===== src/rtl/coproc_issuer_if.sv =====
// Host-bridge and coprocessor handshake bundle for the instruction issuer.
interface coproc_issuer_if;
  logic [31:0] cmd_data;
  logic        cmd_valid;
  logic        cmd_ready;
  logic [31:0] rsp_data;
  logic        rsp_valid;
  logic        rsp_ready;
  logic [31:0] instruction;
  logic [1:0]  activate_signal;
  logic        wait_signal;
  logic [31:0] data_read;
  logic        busy;
  logic        err_timeout;
  logic        err_clear;

  // Environment side: host bridge plus coprocessor
  modport master (
    output cmd_data, cmd_valid, rsp_ready, wait_signal, data_read, err_clear,
    input  cmd_ready, rsp_data, rsp_valid, instruction, activate_signal, busy, err_timeout
  );

  // Issuer side
  modport slave (
    input  cmd_data, cmd_valid, rsp_ready, wait_signal, data_read, err_clear,
    output cmd_ready, rsp_data, rsp_valid, instruction, activate_signal, busy, err_timeout
  );
endinterface


===== src/rtl/coproc_issuer.sv =====
// Buffers host commands, issues them to the coprocessor one at a time and
// returns READ / READ_IMAGE results through a first-word-fall-through FIFO.
module coproc_issuer #(
  parameter int unsigned FIFO_DEPTH  = 8,
  parameter int unsigned ACK_TIMEOUT = 255,
  parameter int unsigned IMG_SETTLE  = 2
) (
  input logic            clk,
  input logic            reset,
  coproc_issuer_if.slave bus
);
  localparam int unsigned PW = (FIFO_DEPTH > 2) ? $clog2(FIFO_DEPTH) : 1;
  localparam int unsigned CW = PW + 1;
  localparam int unsigned AW = (ACK_TIMEOUT > 1) ? $clog2(ACK_TIMEOUT + 1) : 1;
  localparam int unsigned SW = (IMG_SETTLE > 1) ? $clog2(IMG_SETTLE + 1) : 1;

  localparam logic [3:0] OP_NOP        = 4'h0;
  localparam logic [3:0] OP_READ       = 4'h1;
  localparam logic [3:0] OP_DISCARD    = 4'hD;
  localparam logic [3:0] OP_READ_IMAGE = 4'hF;

  typedef enum logic [2:0] {
    S_IDLE, S_ISSUE, S_WAIT_ACK, S_WAIT_DONE, S_SETTLE, S_CAPTURE, S_RELEASE
  } state_t;

  state_t        state, state_n;
  logic [31:0]   cur, cur_n;
  logic [AW-1:0] ack_cnt, ack_cnt_n;
  logic [SW-1:0] settle_cnt, settle_cnt_n;
  logic          err, err_n;

  logic [31:0]   cmd_mem [FIFO_DEPTH];
  logic [PW-1:0] cmd_wr, cmd_wr_n, cmd_rd, cmd_rd_n;
  logic [CW-1:0] cmd_cnt, cmd_cnt_n;
  logic          cmd_push, cmd_pop;

  logic [31:0]   rsp_mem [FIFO_DEPTH];
  logic [PW-1:0] rsp_wr, rsp_wr_n, rsp_rd, rsp_rd_n;
  logic [CW-1:0] rsp_cnt, rsp_cnt_n;
  logic          rsp_push, rsp_pop;

  logic [31:0]   instr_q, instr_n;
  logic          act_q, act_n;
  logic          busy_q, busy_n;
  logic          cmd_ready_q, cmd_ready_n;
  logic          rsp_valid_q, rsp_valid_n;
  logic [31:0]   rsp_data_q, rsp_data_n;

  logic [31:0]   head;
  logic [3:0]    head_op;
  logic          head_is_read;

  assign head         = cmd_mem[cmd_rd];
  assign head_op      = head[3:0];
  assign head_is_read = (head_op == OP_READ) || (head_op == OP_READ_IMAGE);
  assign cmd_push     = bus.cmd_valid && cmd_ready_q;
  assign rsp_pop      = bus.rsp_ready && rsp_valid_q;

  assign bus.instruction     = instr_q;
  assign bus.activate_signal = {1'b0, act_q};
  assign bus.busy            = busy_q;
  assign bus.err_timeout     = err;
  assign bus.cmd_ready       = cmd_ready_q;
  assign bus.rsp_valid       = rsp_valid_q;
  assign bus.rsp_data        = rsp_data_q;

  // Next-state, FIFO bookkeeping and next values of the registered outputs
  always_comb begin
    state_n      = state;
    cur_n        = cur;
    ack_cnt_n    = ack_cnt;
    settle_cnt_n = settle_cnt;
    err_n        = err;
    cmd_pop      = 1'b0;
    rsp_push     = 1'b0;

    if (bus.err_clear) err_n = 1'b0;

    unique case (state)
      S_IDLE: begin
        // Reads reserve a response slot before leaving IDLE, so CAPTURE never overflows
        if ((cmd_cnt != '0) && !bus.wait_signal &&
            (!head_is_read || (rsp_cnt != CW'(FIFO_DEPTH)))) begin
          cmd_pop = 1'b1;
          cur_n   = head;
          if ((head_op == OP_NOP) || (head_op == OP_DISCARD)) begin
            state_n = S_IDLE;
          end else if (head_op == OP_READ_IMAGE) begin
            state_n      = S_SETTLE;
            settle_cnt_n = '0;
          end else begin
            state_n = S_ISSUE;
          end
        end
      end
      S_ISSUE: begin
        state_n   = S_WAIT_ACK;
        ack_cnt_n = '0;
      end
      S_WAIT_ACK: begin
        if (bus.wait_signal) begin
          state_n = S_WAIT_DONE;
        end else if (ack_cnt == AW'(ACK_TIMEOUT - 1)) begin
          err_n   = 1'b1;
          state_n = S_RELEASE;
        end else begin
          ack_cnt_n = ack_cnt + AW'(1);
        end
      end
      S_WAIT_DONE: begin
        if (!bus.wait_signal) state_n = (cur[3:0] == OP_READ) ? S_CAPTURE : S_RELEASE;
      end
      S_SETTLE: begin
        if (settle_cnt == SW'(IMG_SETTLE - 1)) state_n = S_CAPTURE;
        else settle_cnt_n = settle_cnt + SW'(1);
      end
      S_CAPTURE: begin
        rsp_push = 1'b1;
        state_n  = S_RELEASE;
      end
      S_RELEASE: state_n = S_IDLE;
      default:   state_n = S_IDLE;
    endcase

    cmd_wr_n = cmd_push ? cmd_wr + PW'(1) : cmd_wr;
    cmd_rd_n = cmd_pop  ? cmd_rd + PW'(1) : cmd_rd;
    unique case ({cmd_push, cmd_pop})
      2'b10:   cmd_cnt_n = cmd_cnt + CW'(1);
      2'b01:   cmd_cnt_n = cmd_cnt - CW'(1);
      default: cmd_cnt_n = cmd_cnt;
    endcase

    rsp_wr_n = rsp_push ? rsp_wr + PW'(1) : rsp_wr;
    rsp_rd_n = rsp_pop  ? rsp_rd + PW'(1) : rsp_rd;
    unique case ({rsp_push, rsp_pop})
      2'b10:   rsp_cnt_n = rsp_cnt + CW'(1);
      2'b01:   rsp_cnt_n = rsp_cnt - CW'(1);
      default: rsp_cnt_n = rsp_cnt;
    endcase

    // Instruction bus is held from ISSUE/SETTLE through CAPTURE, zero otherwise
    instr_n = (state_n inside {S_ISSUE, S_WAIT_ACK, S_WAIT_DONE, S_SETTLE, S_CAPTURE})
              ? cur_n : 32'h0;
    act_n       = (state_n == S_ISSUE);
    busy_n      = (state_n != S_IDLE) || (cmd_cnt_n != '0);
    cmd_ready_n = (cmd_cnt_n != CW'(FIFO_DEPTH));
    rsp_valid_n = (rsp_cnt_n != '0);

    // Head bypass: the word being captured becomes the head when it is the only entry
    if (rsp_cnt_n == '0)                         rsp_data_n = 32'h0;
    else if (rsp_push && (rsp_wr == rsp_rd_n))   rsp_data_n = bus.data_read;
    else                                         rsp_data_n = rsp_mem[rsp_rd_n];
  end

  // State, control and output registers
  always_ff @(posedge clk or posedge reset) begin
    if (reset) begin
      state       <= S_IDLE;
      cur         <= 32'h0;
      ack_cnt     <= '0;
      settle_cnt  <= '0;
      err         <= 1'b0;
      cmd_wr      <= '0;
      cmd_rd      <= '0;
      cmd_cnt     <= '0;
      rsp_wr      <= '0;
      rsp_rd      <= '0;
      rsp_cnt     <= '0;
      instr_q     <= 32'h0;
      act_q       <= 1'b0;
      busy_q      <= 1'b0;
      cmd_ready_q <= 1'b1;
      rsp_valid_q <= 1'b0;
      rsp_data_q  <= 32'h0;
    end else begin
      state       <= state_n;
      cur         <= cur_n;
      ack_cnt     <= ack_cnt_n;
      settle_cnt  <= settle_cnt_n;
      err         <= err_n;
      cmd_wr      <= cmd_wr_n;
      cmd_rd      <= cmd_rd_n;
      cmd_cnt     <= cmd_cnt_n;
      rsp_wr      <= rsp_wr_n;
      rsp_rd      <= rsp_rd_n;
      rsp_cnt     <= rsp_cnt_n;
      instr_q     <= instr_n;
      act_q       <= act_n;
      busy_q      <= busy_n;
      cmd_ready_q <= cmd_ready_n;
      rsp_valid_q <= rsp_valid_n;
      rsp_data_q  <= rsp_data_n;
    end
  end

  // FIFO storage writes
  always_ff @(posedge clk) begin
    if (cmd_push) cmd_mem[cmd_wr] <= bus.cmd_data;
    if (rsp_push) rsp_mem[rsp_wr] <= bus.data_read;
  end
endmodule


===== src/flat_wrapper.sv =====
// flat-port wrapper written by rule: the top's interface ports become plain ports
module coproc_issuer_flat 
#(
  parameter int unsigned FIFO_DEPTH  = 8,
  parameter int unsigned ACK_TIMEOUT = 255,
  parameter int unsigned IMG_SETTLE  = 2
)
  (clk, reset, bus_cmd_data, bus_cmd_valid, bus_rsp_ready, bus_wait_signal, bus_data_read, bus_err_clear, bus_cmd_ready, bus_rsp_data, bus_rsp_valid, bus_instruction, bus_activate_signal, bus_busy, bus_err_timeout);
  coproc_issuer_if bus_i ();
  input logic clk;
  input logic reset;
  input wire logic [$bits(bus_i.cmd_data)-1:0] bus_cmd_data;
  input wire logic [$bits(bus_i.cmd_valid)-1:0] bus_cmd_valid;
  input wire logic [$bits(bus_i.rsp_ready)-1:0] bus_rsp_ready;
  input wire logic [$bits(bus_i.wait_signal)-1:0] bus_wait_signal;
  input wire logic [$bits(bus_i.data_read)-1:0] bus_data_read;
  input wire logic [$bits(bus_i.err_clear)-1:0] bus_err_clear;
  output wire logic [$bits(bus_i.cmd_ready)-1:0] bus_cmd_ready;
  output wire logic [$bits(bus_i.rsp_data)-1:0] bus_rsp_data;
  output wire logic [$bits(bus_i.rsp_valid)-1:0] bus_rsp_valid;
  output wire logic [$bits(bus_i.instruction)-1:0] bus_instruction;
  output wire logic [$bits(bus_i.activate_signal)-1:0] bus_activate_signal;
  output wire logic [$bits(bus_i.busy)-1:0] bus_busy;
  output wire logic [$bits(bus_i.err_timeout)-1:0] bus_err_timeout;
  assign bus_i.cmd_data = bus_cmd_data;
  assign bus_i.cmd_valid = bus_cmd_valid;
  assign bus_i.rsp_ready = bus_rsp_ready;
  assign bus_i.wait_signal = bus_wait_signal;
  assign bus_i.data_read = bus_data_read;
  assign bus_i.err_clear = bus_err_clear;
  assign bus_cmd_ready = bus_i.cmd_ready;
  assign bus_rsp_data = bus_i.rsp_data;
  assign bus_rsp_valid = bus_i.rsp_valid;
  assign bus_instruction = bus_i.instruction;
  assign bus_activate_signal = bus_i.activate_signal;
  assign bus_busy = bus_i.busy;
  assign bus_err_timeout = bus_i.err_timeout;
  coproc_issuer #(.FIFO_DEPTH(FIFO_DEPTH), .ACK_TIMEOUT(ACK_TIMEOUT), .IMG_SETTLE(IMG_SETTLE)) u_core (.clk(clk), .reset(reset), .bus(bus_i));
endmodule

===== config.mk =====
export PLATFORM = sky130hd
export DESIGN_NAME = coproc_issuer_flat
export DESIGN_NICKNAME = d
export VERILOG_FILES = /design/src/rtl/coproc_issuer_if.sv /design/src/rtl/coproc_issuer.sv /design/src/flat_wrapper.sv
export SDC_FILE = /design/constraint.sdc
export NUM_CORES = 1
export LEC_CHECK = 0
export CELL_PAD_IN_SITES_DETAIL_PLACEMENT = 0
export CELL_PAD_IN_SITES_GLOBAL_PLACEMENT = 1
export CORE_MARGIN = 2
export CORE_UTILIZATION = 40
export CTS_CLUSTER_DIAMETER = 120
export DETAILED_ROUTE_END_ITERATION = 7
export PLACE_DENSITY_LB_ADDON = 0.1
export SETUP_SLACK_MARGIN = 0.2
export SYNTH_ARGS = -nofsm -noshare
export SYNTH_HDL_FRONTEND = slang
export SYNTH_SLANG_ARGS = --single-unit
export TNS_END_PERCENT = 10

===== constraint.sdc =====
create_clock -name clk -period 6.5 [get_ports clk]
set_input_delay 1.3 -clock clk [delete_from_list [all_inputs] [get_ports clk]]
set_output_delay 1.3 -clock clk [all_outputs]
set_load 0.05 [all_outputs]

==> run_results.csv, run 1 <==
group,metric,value,unit
synth,ys_types,64,
sta,worst_slew_margin_rel,0.328,
layout,layout_commonest_cell,"edfxtp_1",
layout,fillCellCount,5215,
pwr,p_leak,10.5,nW
synth,synthSimpleGateAreaFrac,0.0359,
sta,finalHoldViolations,0,
clock_tree,clock-sinks,646,
layout,area_growth,19.0,%
global_routing,grt_usage,0.169,
floorplanning,design.core.area,61900,µm²
layout,regArea,18700,µm²
sta,drv_slew,0,
clock_tree,postCtsSetupBuffers,0,
detailed_routing,drtIter0Drc,581,
detailed_routing,viasPerCell,5.07,
pwr,peakVddDrop,0.512,mV
synth,synth_top_family_by_area,"multiplexers",
synth,synth_xor_area_frac,0.00765,
pwr,power_switching,4.83,mW
setup_path,cp_cell_sequence,"mux4_2 -> mux2_2 -> a211o_4 -> a21oi_4 -> nor2_4 -> nand2_1 -> xnor2_1 -> ha_1 -> a21oi_1 -> nor4b_1 -> a21oi_1 -> nand3_1 -> xnor2_1 -> nand4bb_1",
synth,yosysTopAreaCell,"edfxtp_1",
synth,synth_area_leaders,"edfxtp_1 (61%), dfrtp_1 (13%), mux4_2 (8.4%)",
clock_tree,htreeDepth,3,
synth,synth-seq-cells,646,
job,drv_cap,0,
clock_tree,cts_max_path_buffers,3,
floorplanning,initial_core_util,0.407,
sta,fmax,240,MHz
synth,synth_fa_ha_area_frac,0.00676,
synth,synth_compound_area_frac,0.0213,
sta,setup_tns,0,ns
synth,ys.flop_type,"edfxtp_1",
placed_design,finalWeightedCongestion,0.716,
floorplanning,rows,91,
floorplanning,die_height,255,µm
pwr,p_int,9.80,mW
sta,setup_viol,0,
pwr,pwr-share-seq,0.380,
detailed_routing,route.detailed.drc,0,
placed_design,pre_cts_slack,1.94,ns
pwr,powerDensity,488,nW/µm²
floorplanning,ios,140,
synth,netlist_area,25200,µm²
layout,multi_input_area,6230,µm²
detailed_routing,via_count,12020,
synth,ys_warn_count,0,
pwr,power.total,14.6,mW
global_routing,grt_pass1_wl,80700,µm
synth,syn_avg_cell_area,19.4,µm²
setup_path,crit_fanout,35,
setup_path,crit_family,"flip-flops",
clock_tree,path_clk_slew,0.06,ns
global_routing,grt_pass1_vias,12754,
floorplanning,die_width,255,µm
setup_path,max_stage_delay,1.01,ns
clock_tree,clock_latency,0.61,ns
setup_path,path_buf_inv,0,
detailed_routing,firstDrtPassIters,4,
clock_tree,cts_tree,"built",
detailed_routing,routed_wl,53400,µm
sta,whs,0.480,ns
setup_path,cp.arrival,4.62,ns
global_routing,grt_max_degree,130,
clock_tree,cts_buffers,71,
pwr,p_sw_frac,0.330,
placed_design,placement.io_buffers,138,
detailed_routing,wl_per_cell,22.5,µm
clock_tree,cts_hold_buf,0,
floorplanning,fp.dieArea,65000,µm²
synth,yosys-mux-area-fraction,0.170,
layout,drive_above_1_share,0.208,
setup_path,crit_start,"u_core.cmd_rd[1]$_DFFE_PP0P_",
layout,utilization,0.484,
sta,tightest_slew,1.00,ns
sta,finalCriticalPeriod,4.17,ns
detailed_routing,ant_nets,0,
setup_path,worstSetupPathType,"reg -> reg",
setup_path,reg2reg_from,"u_core.cmd_rd[1]$_DFFE_PP0P_",
clock_tree,ctsResizeCount,0,
clock_tree,cts_root_buf,"clkbuf_16",
sta,finClkSkew,0.0317,ns
pwr,power_frac_comb,0.355,
synth,ys_seq_area_frac,0.744,
layout,layout_common_cells,"edfxtp_1 (512), clkdlybuf4s50_1 (138), mux2i_1 (133), dfrtp_1 (130), mux4_2 (94)",
setup_path,cp-end-kind,"flip-flop",
sta,finalWorstSetupSlack,2.33,ns
sta,period_share,0.641,
placed_design,hpwl,27700,µm
outcome,status,"finished clean",
synth,synth_top_area_frac,0.610,
pwr,p_clk_frac,0.265,
setup_path,required,6.95,ns
setup_path,start_kind,"flip-flop",
global_routing,grt_overflow,0,
synth,async_flop_share,0.207,
hold_path,hold_path_startpoint,"u_core.settle_cnt[0]$_DFFE_PP0P_",
synth,synthCells,1299,
layout,nets,1561,
global_routing,antenna_found_initial,5,
hold_path,hp-class,"reg -> reg",
sta,rsz0062_at_grt,"false",
setup_path,cp_slowest_cell,"dfrtp_2",
synth,synth_nets,1382,
synth,synth-edff-count,512,
layer usage:
metal  up-vias  track usage  routed length [µm]
met5         -            0                  36
met4         6       0.0535                1290
li1       5474            -                   -
met3        92       0.0338                2200
met1      6236        0.227               23400
met2       212        0.279               26400
synthesized netlist by cell type (6+ instances only):
master and count:
a211oi_1 34, a21oi_1 6, buf_2 20, clkbuf_1 32
dfrtp_1 133, edfxtp_1 512, ha_1 12, inv_1 17
mux2_1 6, mux2_2 33, mux2_4 26, mux2i_1 134
mux4_2 94, nand2_1 25, nand2b_1 6, nand3_1 7
nor2_1 54, nor2b_1 32, nor3_1 14, o21ai_0 9
xnor2_1 17
metrics by stage:
| step | instance area, µm² | std cells |
|---|---|---|
| after floorplan | 25200 | 1299 |
| after global placement | 27700 | 2242 |
| final | 30000 | 2373 |
| after CTS | 30000 | 2371 |
| after detailed placement | 27700 | 2242 |
| after global routing | 30000 | 2372 |
sequential cells by signal, indices dropped and copies added (netlist names), 4 cells and up:
signal and count:
u_core.ack_cnt 8, u_core.rsp_mem 256, u_core.rsp_cnt 4, u_core.cmd_cnt 4, u_core.cmd_mem 256, u_core.cur 32
u_core.bus.instruction 32, u_core.bus.rsp_data 32
worst paths after layout:
path,to,slack (ns),cells after the start
min reg2reg,u_core.settle_cnt[0]$_DFFE_PP0P_,0.48,1
min,u_core.settle_cnt[0]$_DFFE_PP0P_,0.48,1
max reg2reg,u_core.bus.busy$_DFF_PP0_,2.33,14
min in group asynchronous,u_core.bus.rsp_data[7]$_DFF_PP0_,1.21,2
max,u_core.bus.busy$_DFF_PP0_,2.33,14
max in group asynchronous,u_core.cmd_rd[2]$_DFFE_PP0P_,4.14,3
power by group through the flow:
stage	Combinational [mW]	Sequential (mW)	Clock (mW)
after floorplan	3.33	6.09	0
after global placement	5.25	5.66	0
after detailed placement	5.29	5.66	0
after CTS	5.31	5.58	3.98
after global routing	5.60	5.64	4.14
final	5.19	5.56	3.87
final cells by class:
type                            instances  area share
Clock buffer                          101      0.0675
Multi-Input combinational cell        572       0.208
Inverter                               19     0.00255
Sequential cell                       646       0.625
Clock inverter                         28     0.00810
Antenna cell                            2    0.000167
Tap cell                              837      0.0349
Timing Repair Buffer                  168      0.0540
kinds of logic (layout without fill, tap and decap cells):
| family | count (synthesis) | count (layout) |
|---|---|---|
| DFF | 646 | 646 |
| muxes | 293 | 293 |
| AOI/OAI and AO/OA | 71 | 71 |
| other | 1 | 3 |
| adders and majority gates | 13 | 13 |
| buffers and inverters | 81 | 316 |
| and+or+nand+nor | 172 | 172 |
| xor gates and xnor gates | 22 | 22 |
worst register-to-register path: stages (launching register included):
cell and delay, ns:
dfrtp_2 1.01, mux4_2 0.61, mux2_2 0.37, a211o_4 0.37, a21oi_4 0.18, nor2_4 0.05
nand2_1 0.07, xnor2_1 0.07, ha_1 0.18, a21oi_1 0.20, nor4b_1 0.37, a21oi_1 0.13
nand3_1 0.11, xnor2_1 0.17, nand4bb_1 0.13
No activity file was read; power rests on OpenSTA's default activity.
==> run 2: changes to the inputs <==
==> constraint.sdc (replaced) <==
create_clock -name clk -period 3.6 [get_ports clk]
set_input_delay 0.72 -clock clk [delete_from_list [all_inputs] [get_ports clk]]
set_output_delay 0.72 -clock clk [all_outputs]
set_load 0.05 [all_outputs]
==> run_results.csv, run 2 (synthesized netlist as in run 1, its figures left out) <==
group,metric,value,unit
outcome,status,"finished clean",
clock_tree,clock_latency,0.60,ns
floorplanning,ios,140,
detailed_routing,via_count,12267,
layout,stdcell_area,30700,µm²
sta,finClkSkew,0.0250,ns
setup_path,cp_slowest_cell,"mux4_2",
layout,layout_common_cells,"edfxtp_1 (512), clkdlybuf4s50_1 (138), mux2i_1 (133), dfrtp_1 (130), mux4_2 (94)",
global_routing,met2_usage,0.278,
pwr,powerDensity,887,nW/µm²
floorplanning,die_width,255,µm
detailed_routing,route.detailed.drc,0,
clock_tree,path_clk_slew,0.06,ns
global_routing,met3_usage,0.0367,
detailed_routing,viasPerCell,5.07,
sta,setup_viol,0,
sta,tightest_slew,0.757,ns
pwr,p_leak,10.9,nW
setup_path,cp_cell_sequence,"buf_6 -> mux4_2 -> mux2_4 -> a211o_4 -> a21oi_4 -> nor2_4 -> buf_6 -> ha_4 -> buf_6 -> nand4b_1 -> a21o_1 -> a211oi_2 -> nor3_2 -> a211oi_2 -> nand4bb_1",
setup_path,r2r_slack,0.18,ns
pwr,power.total,27.2,mW
placed_design,hpwl,29100,µm
global_routing,grt_usage,0.169,
setup_path,crit_top_cell,"buf_6",
sta,period_share,0.951,
setup_path,cp-end-kind,"flip-flop",
detailed_routing,drtIter0Drc,800,
sta,drv_slew,0,
sta,fmax,292,MHz
setup_path,worstSetupPathType,"reg -> reg",
floorplanning,rows,91,
layout,top_regs,"u_core.cmd_mem: 256 flops, u_core.rsp_mem: 256 flops",
setup_path,crit_fanout,3,
setup_path,max_stage_delay,0.48,ns
detailed_routing,ant_nets,0,
global_routing,gr-usage-met1,0.227,
sta,setup_tns,0,ns
floorplanning,initial_core_util,0.407,
sta,rsz0062_at_grt,"true",
layout,layout_commonest_cell,"edfxtp_1",
layout,nets,1606,
hold_path,hp-class,"reg -> reg",
floorplanning,fp.dieArea,65000,µm²
sta,finalHoldViolations,0,
sta,finalWorstSetupSlack,0.175,ns
sta,whs,0.483,ns
setup_path,cp.arrival,3.94,ns
floorplanning,design.core.area,61900,µm²
clock_tree,cts_tree,"built",
detailed_routing,firstDrtPassIters,5,
clock_tree,htreeDepth,3,
clock_tree,clock-sinks,646,
clock_tree,cts_root_buf,"clkbuf_16",
global_routing,grt_overflow,0,
global_routing,busiest_layer,"met2",
job,drv_cap,0,
clock_tree,cts_max_path_buffers,3,
global_routing,grt_pass1_wl,80500,µm
detailed_routing,wl_per_cell,22.1,µm
sta,finalCriticalPeriod,3.42,ns
layout,area_growth,21.9,%
clock_tree,cts_buffers,71,
placed_design,finalWeightedCongestion,0.726,
detailed_routing,routed_wl,53500,µm
placed_design,placement.io_buffers,138,
global_routing,grt_max_degree,57,
placed_design,pre_cts_slack,-0.160,ns
global_routing,grt_pass1_vias,12979,
pwr,peakVddDrop,0.616,mV
setup_path,required,4.12,ns
layout,drive_above_1_share,0.240,
sta,worst_slew_margin_rel,0.495,
placed_design,place_area,28200,µm²
floorplanning,die_height,255,µm
setup_path,start_kind,"flip-flop",
global_routing,antenna_found_initial,5,
run 2: final timing paths:
path	startpoint	end	depth (start not counted)
max	u_core.cmd_rd[1]$_DFFE_PP0P_	u_core.bus.busy$_DFF_PP0_	15
min	u_core.settle_cnt[0]$_DFFE_PP0P_	u_core.settle_cnt[0]$_DFFE_PP0P_	1
max reg2reg	u_core.cmd_rd[1]$_DFFE_PP0P_	u_core.bus.busy$_DFF_PP0_	15
min reg2reg	u_core.settle_cnt[0]$_DFFE_PP0P_	u_core.settle_cnt[0]$_DFFE_PP0P_	1
max in group asynchronous	reset	u_core.bus.cmd_ready$_DFF_PP1_	3
min in group asynchronous	reset	u_core.bus.rsp_data[6]$_DFF_PP0_	2
run 2: area by class of cell:
class / instances / area [µm²]
clock inverter: 29 / 328
multi-input combinational: 572 / 6310
sequential: 646 / 18700
timing repair buffer: 213 / 2170
clock buffer: 102 / 2030
antenna: 1 / 2.50
fill: 5150 / 31200
inverter: 19 / 76.3
tap: 837 / 1050
run 2: metrics by stage:
stage | util | instances
after global routing | 0.496 | 2418
after global placement | 0.456 | 2281
after detailed placement | 0.456 | 2281
after CTS | 0.495 | 2414
after floorplan | - | 1299
final | 0.496 | 2419
run 2: routing by layer:
metal  wire, µm  vias up  share of wire
li1           -     5566              -
met1      24100     6382           0.45
met2      26200      222           0.49
met3       2200       87          0.041
met4        985       10          0.018
met5         66        -         0.0012
run 2: power breakdown:
part	switching (mW)	internal (mW)	leakage, nW
clock	2.90	4.31	1.16
combinational	5.35	4.78	3.47
sequential	0.599	9.29	6.25
total	8.85	18.4	10.9
run 2: timing repair:
action,in CTS,in global routing
resized for setup,10,7
hold buffers,0,0
setup buffers,2,4
setup endpoints to repair,4,57
pin swaps,9,2
hold endpoints to repair,0,0
run 2: critical path: cells and delay by family, from the launching register on:
kind	cells	cell delay, ns
buffers and inverters	3	0.34
AOI/OAI and AO/OA	5	1.22
and+or+nand+nor	4	0.45
DFF	1	0.39
muxes	2	0.79
adders and majority gates	1	0.16
